### src/rtl/morpho_ctrl.sv
// morpho_ctrl: frame-synchronous mode commit, pixel position tracking and error flags
// for the dilate/erode pipeline. Define MORPHO_CTRL_STATS_EN to build the frame counter.
module morpho_ctrl #(
    parameter int LINE_LENGTH  = 800,
    parameter int FRAME_LINES  = 600,
    parameter int DRAIN_CYCLES = 2400,
    parameter int COL_W        = 10
) (
    input  logic             iClk,
    input  logic             iRst,
    input  logic             iLineValid,
    input  logic             iFrameValid,
    input  logic             iModeReq,
    input  logic [2:0]       iMode,
    input  logic             iErrClr,
    output logic             oModeAck,
    output logic             oModeBusy,
    output logic [2:0]       oSel,
    output logic             oBorder,
    output logic [COL_W-1:0] oCol,
    output logic [COL_W-1:0] oRow,
    output logic             oLenErr,
    output logic             oModeErr,
    output logic [15:0]      oFrameCnt,
    output logic [1:0]       oState
);

    typedef enum logic [1:0] {
        S_WAIT  = 2'd0,
        S_IDLE  = 2'd1,
        S_FRAME = 2'd2,
        S_DRAIN = 2'd3
    } stateT;

    localparam int DRAIN_W = (DRAIN_CYCLES > 1) ? $clog2(DRAIN_CYCLES) : 1;
    localparam logic [DRAIN_W-1:0] DRAIN_LOAD = DRAIN_W'(DRAIN_CYCLES - 1);
    localparam logic [COL_W-1:0]   COL_LAST   = COL_W'(LINE_LENGTH - 1);
    localparam logic [COL_W-1:0]   ROW_LAST   = COL_W'(FRAME_LINES - 1);
    localparam logic [COL_W:0]     LINE_FULL  = (COL_W + 1)'(LINE_LENGTH);

    stateT               stateQ;
    stateT               stateD;
    logic [DRAIN_W-1:0]  drainQ;
    logic [DRAIN_W-1:0]  drainD;
    logic                commit;
    logic                frameStart;
    logic                frameEnd;

    logic                lvPrevQ;
    logic                lvRise;
    logic                lvFall;
    logic                tracking;
    logic                lenBad;
    logic [COL_W-1:0]    colQ;
    logic [COL_W-1:0]    rowQ;

    logic                modeLegal;
    logic                reqLegal;
    logic                reqIllegal;
    logic [2:0]          pendQ;
    logic [2:0]          selQ;
    logic                busyQ;
    logic                ackQ;
    logic                lenErrQ;
    logic                modeErrQ;

    // Request handshake: iModeReq is a one-cycle strobe with no back-pressure. A legal
    // request is always taken (overwriting any pending one) and answered by oModeAck one
    // cycle later; oModeBusy stays high until the pending mode is committed to oSel.
    assign modeLegal  = (iMode <= 3'd4);
    assign reqLegal   = iModeReq & modeLegal;
    assign reqIllegal = iModeReq & ~modeLegal;

    always_ff @(posedge iClk) begin
        if (iRst) begin
            stateQ <= S_WAIT;
            drainQ <= '0;
        end else begin
            stateQ <= stateD;
            drainQ <= drainD;
        end
    end

    always_comb begin
        stateD     = stateQ;
        drainD     = drainQ;
        commit     = 1'b0;
        frameStart = 1'b0;
        frameEnd   = 1'b0;
        case (stateQ)
            S_WAIT: begin
                if (!iFrameValid) begin
                    stateD = S_IDLE;
                end
            end
            S_IDLE: begin
                // Commit and frame start may share an edge; both take effect.
                commit = busyQ;
                if (iFrameValid) begin
                    stateD     = S_FRAME;
                    frameStart = 1'b1;
                end
            end
            S_FRAME: begin
                if (!iFrameValid) begin
                    stateD   = S_DRAIN;
                    drainD   = DRAIN_LOAD;
                    frameEnd = 1'b1;
                end
            end
            S_DRAIN: begin
                if (iFrameValid) begin
                    stateD     = S_FRAME;
                    frameStart = 1'b1;
                end else if (drainQ == '0) begin
                    stateD = S_IDLE;
                end else begin
                    drainD = drainQ - DRAIN_W'(1);
                end
            end
            default: begin
                stateD = S_WAIT;
            end
        endcase
    end

    always_ff @(posedge iClk) begin
        if (iRst) begin
            ackQ  <= 1'b0;
            busyQ <= 1'b0;
            pendQ <= '0;
            selQ  <= '0;
        end else begin
            ackQ <= reqLegal;
            if (reqLegal) begin
                pendQ <= iMode;
                busyQ <= 1'b1;
            end else if (commit) begin
                busyQ <= 1'b0;
            end
            if (commit) begin
                selQ <= pendQ;
            end
        end
    end

    // Position tracking runs only inside a frame, including the edge that starts it.
    assign tracking = (stateQ == S_FRAME) | frameStart;
    assign lvRise   = iLineValid & ~lvPrevQ;
    assign lvFall   = ~iLineValid & lvPrevQ;
    assign lenBad   = tracking & lvFall & (({1'b0, colQ} + (COL_W + 1)'(1)) != LINE_FULL);

    always_ff @(posedge iClk) begin
        if (iRst) begin
            lvPrevQ <= 1'b0;
            colQ    <= '0;
            rowQ    <= '0;
        end else begin
            lvPrevQ <= iLineValid;
            if (tracking) begin
                if (lvRise) begin
                    colQ <= '0;
                end else if (iLineValid && iFrameValid && !(&colQ)) begin
                    colQ <= colQ + COL_W'(1);
                end
                if (frameStart) begin
                    rowQ <= '0;
                end else if (lvFall && !(&rowQ)) begin
                    rowQ <= rowQ + COL_W'(1);
                end
            end
        end
    end

    always_ff @(posedge iClk) begin
        if (iRst) begin
            lenErrQ  <= 1'b0;
            modeErrQ <= 1'b0;
        end else begin
            lenErrQ  <= lenBad | (lenErrQ & ~iErrClr);
            modeErrQ <= reqIllegal | (modeErrQ & ~iErrClr);
        end
    end

`ifdef MORPHO_CTRL_STATS_EN
    logic [15:0] frameCntQ;

    always_ff @(posedge iClk) begin
        if (iRst) begin
            frameCntQ <= '0;
        end else if (frameEnd) begin
            frameCntQ <= frameCntQ + 16'd1;
        end
    end

    assign oFrameCnt = frameCntQ;
`else
    assign oFrameCnt = 16'd0;
`endif

    // Border is gated by S_FRAME so a reset mid-frame never flags stale positions.
    assign oBorder = (stateQ == S_FRAME) & iLineValid & iFrameValid &
                     ((colQ == '0) | (colQ == COL_LAST) | (rowQ == '0) | (rowQ == ROW_LAST));

    assign oModeAck  = ackQ;
    assign oModeBusy = busyQ;
    assign oSel      = selQ;
    assign oCol      = colQ;
    assign oRow      = rowQ;
    assign oLenErr   = lenErrQ;
    assign oModeErr  = modeErrQ;
    assign oState    = stateQ;

endmodule
### config.mk
export PLATFORM = sky130hd
export DESIGN_NAME = morpho_ctrl
export DESIGN_NICKNAME = d
export VERILOG_FILES = /design/src/rtl/morpho_ctrl.sv
export SDC_FILE = /design/constraint.sdc
export NUM_CORES = 1
export LEC_CHECK = 0
export CAP_MARGIN = 25
export CORE_ASPECT_RATIO = 0.8
export CORE_MARGIN = 5
export CORE_UTILIZATION = 35
export CTS_CLUSTER_DIAMETER = 40
export DETAILED_ROUTE_END_ITERATION = 7
export SLEW_MARGIN = 20
export SYNTH_ARGS = -nofsm -noshare
export SYNTH_HDL_FRONTEND = slang
export SYNTH_SLANG_ARGS = --single-unit
### constraint.sdc
create_clock -name iClk -period 1.89 [get_ports iClk]
set_input_delay 0.2835 -clock iClk [delete_from_list [all_inputs] [get_ports iClk]]
set_output_delay 0.2835 -clock iClk [all_outputs]
set_load 0.1 [all_outputs]
==> results.sh <==
export IMPL_status="complete, but fails checks"
export IMPL_violations="negative setup slack"
export IMPL_antenna_found_initial=0
export IMPL_nNetsFinal=422
export IMPL_diodes=0
export IMPL_reg2reg_to="drainQ[7]"
export IMPL_grt_total_usage_pct=15.4
export IMPL_regToRegSetupSlack_ns=0.13
export IMPL_hp_class="reg2reg"
export IMPL_gp_congestion=0.841
export IMPL_fill_cells=716
export IMPL_critPathCaptureType="output port"
export IMPL_met2_usage_pct=24.2
export IMPL_slew_viol_final=0
export IMPL_clock_latency_ns=0.30
export IMPL_htree_levels=2
export IMPL_path_clk_slew_ns=0.09
export IMPL_worst_pin_slew_ns=0.630
export IMPL_crit_start="oCol[1]"
export IMPL_num_vias=2707
export IMPL_hold_buffers=0
export IMPL_ant_nets=0
export IMPL_p_per_area_nw_per_um2=644
export IMPL_min_period_ns=2.10
export IMPL_numCtsBuffers=5
export IMPL_required_ns=1.61
export IMPL_synth_ff_type="dfxtp_1"
export IMPL_grt_pass1_wl_um=11900
export IMPL_synthCells=337
export IMPL_skew_ns=0.0108
export IMPL_reg2reg_depth=4
export IMPL_routed_via_density=5.28
export IMPL_io_pins=55
export IMPL_synth_seq_cells=45
export IMPL_yosysSeqAreaShare_pct=33.8
export IMPL_critPathArrivalTime_ns=1.82
export IMPL_coreArea_um2=7390
export IMPL_maxSlewHeadroom_pct=57.6
export IMPL_cts_tree="built"
export IMPL_critical_path_class="reg2out"
export IMPL_post_place_ws_ns=-0.151
export IMPL_grtUsageMet3_pct=2.87
export IMPL_cts_path_max_buffers=2
export IMPL_dp_cells=504
export IMPL_critPathSlowestCell="a2111oi_4"
export IMPL_synth_edff_count=0
export IMPL_synth_cell_types=54
export IMPL_fin_tns_setup_ns=-0.212
export IMPL_path_cells="inv_4 -> ha_4 -> nand4_1 -> a2111oi_4 -> o2111a_2 -> buf_12"
export IMPL_clock_root_buffer="clkbuf_8"
export IMPL_remaining_drc_errors=0
export IMPL_yosys_warnings=0
export IMPL_netlist_area_um2=2660
export IMPL_max_freq_mhz=476
export IMPL_die_y_um=88.0
export IMPL_initial_core_util_pct=36.0
export IMPL_worstPathMaxFanout=3
export IMPL_port_buffers=38
export IMPL_syn_mean_instance_area_um2=7.90
export IMPL_hpwl_um=5350
export IMPL_final_cells=513
export IMPL_drive_above_1_share_pct=29.4
export IMPL_grt_pass1_vias=2482
export IMPL_leakagePower_nw=1.42
export IMPL_post_route_util_pct=48.4
export IMPL_die_x_um=108
export IMPL_finalHoldViolations=0
export IMPL_gr_usage_met1_pct=21.5
export IMPL_overflow=0
export IMPL_finalPower_w=0.00230
export IMPL_grt_start_max_net_pins=17
export IMPL_first_iter_violations=173
export IMPL_grt_busiest_layer="met2"
export IMPL_firstDrtPassIters=4
export IMPL_avgRoutedWirePerCell_um=14.0
export IMPL_cts_sinks=45
export IMPL_period_share_pct=111
export IMPL_rows=28
export IMPL_finalSetupViolCount=1
export IMPL_rr_startpoint="drainQ[3]"
export IMPL_cap_viol_max_count=0
export IMPL_drt_wl_total_um=7160
export IMPL_cp_start_kind="register"
export IMPL_async_reset_ff_share_pct=0
export IMPL_syn2layout_area_growth_pct=34.2
export IMPL_setup_ws_ns=-0.212
export IMPL_grt_setup_unrepaired="true"
export IMPL_cp_slowest_stage_delay_ns=0.38
export IMPL_design_die_area_um2=9470
export IMPL_ir_drop_v=0.000434
export IMPL_worstSetupEndpoint="oBorder"
cell usage after synthesis, types with 4 or more instances:
| cell type | n | area [um2] |
|---|---|---|
| and4_1 | 4 | 35.0 |
| o31ai_1 | 7 | 52.6 |
| nand4_1 | 11 | 68.8 |
| or3_1 | 8 | 50.1 |
| nor4_1 | 5 | 31.3 |
| mux2i_1 | 5 | 50.1 |
| and3_1 | 6 | 37.5 |
| nor2_1 | 18 | 67.6 |
| a211oi_1 | 4 | 30.0 |
| dfxtp_1 | 45 | 901 |
| nand2_1 | 29 | 109 |
| or4_1 | 4 | 30.0 |
| clkbuf_1 | 15 | 56.3 |
| nor2b_1 | 4 | 25.0 |
| ha_1 | 6 | 75.1 |
| o221ai_1 | 4 | 35.0 |
| nand2b_1 | 5 | 31.3 |
| o21ai_0 | 17 | 85.1 |
| inv_1 | 22 | 82.6 |
| a21oi_1 | 21 | 105 |
| o311ai_0 | 4 | 35.0 |
| buf_4 | 16 | 120 |
| nor3_1 | 8 | 40.0 |
| nand3_1 | 18 | 90.1 |
| o211ai_1 | 4 | 30.0 |
state kept, by name, summed over array words and instances (netlist names):
name,cells
lvPrevQ,1
oState,2
pendQ,3
oModeErr,1
oRow,10
oModeAck,1
oLenErr,1
oCol,10
oModeBusy,1
drainQ,12
oSel,3
cell type report:
type / instances / area [um2] / share of cell area, %
multi-input cells: 252 / 1630 / 45.6
clock inverters: 1 / 30.0 / 0.840
well taps: 105 / 131 / 3.68
flip-flops and latches: 45 / 955 / 26.7
inverters: 22 / 87.6 / 2.45
clock buffers: 7 / 86.3 / 2.42
repair buffers: 81 / 653 / 18.3
placed cells by master, fill, tap and decap left out, types with 3 or more instances in the layout:
cell type and n:
nor4_1 4, and2_1 3, mux2i_1 5, a2111o_1 3
inv_1 20, nand4_1 11, dfxtp_1 22, dfxtp_4 10
o211ai_1 4, o21ai_0 17, a31oi_1 3, a211oi_1 4
a21oi_1 21, o31ai_1 7, dfxtp_2 13, ha_1 4
nor2_1 17, nor2b_1 4, conb_1 16, and4_1 4
o41ai_1 3, nand2b_1 5, clkbuf_8 6, clkdlybuf4s50_1 8
nor3_1 6, and3_1 5, o311ai_0 3, or4_1 4
o221ai_1 4, or3_1 7, nand3_1 18, nand2_1 28
buf_4 71, nand4b_1 3
report_power, final:
part / switching [W] / leakage, nW / total, W / internal, W
sequential: 0.0000369 / 0.380 / 0.00100 / 0.000967
clock: 0.000330 / 0.0585 / 0.000761 / 0.000431
combinational: 0.000368 / 0.982 / 0.000536 / 0.000168
total: 0.000735 / 1.42 / 0.00230 / 0.00157
routing by layer:
| metal | part of all wire (%) | vias up |
|---|---|---|
| li1 | - | 1366 |
| met4 | 1.3 | 0 |
| met1 | 49 | 1254 |
| met2 | 44 | 78 |
| met3 | 5.3 | 9 |
| met5 | 0 | - |
logic make-up (layout without fill, tap and decap cells):
group / count (synthesis) / in the layout / synth area share (%)
buf+inv: 55 / 111 / 10.1
compound gates: 90 / 90 / 23.5
xor+xnor: 2 / 2 / 0.658
other cells: 1 / 16 / 0.141
mux: 6 / 6 / 2.30
flops: 45 / 45 / 33.8
simple gates: 132 / 132 / 26.6
fa+ha+maj: 6 / 6 / 2.82
worst min-delay path by stage:
stage | from | slack (ns) | endpoint | cells past startpoint
2_1_floorplan | iLineValid | 0.41 | lvPrevQ | 1
3_3_place_gp | oModeErr | 0.47 | oModeErr | 2
3_5_place_dp | oModeErr | 0.47 | oModeErr | 2
4_1_cts | oModeErr | 0.49 | oModeErr | 2
5_1_grt | oModeErr | 0.52 | oModeErr | 2
6_report | oModeErr | 0.48 | oModeErr | 2
critical path, delay by kind of cell, from the launching register on:
family / cells / cell delay [ns]
AO/OA/AOI/OAI: 2 / 0.67
flip-flops: 1 / 0.37
buffers and inverters: 2 / 0.24
adder cells (fa/ha/maj): 1 / 0.12
AND/OR/NAND/NOR: 1 / 0.12
through the flow:
step	hold WS [ns]	cell area [um2]
after floorplan	0.412	2840
after global placement	0.469	3390
after detailed placement	0.470	3390
after CTS	0.490	3540
after global routing	0.520	3570
final	0.481	3570
timing repair:
action | 4_1_cts | 5_1_grt
buffers inserted | 1 | 0
gates resized for setup | 4 | 9
setup endpoints to repair | 1 | 4
pin swaps | 5 | 4
(Power assumes the default switching activity.)
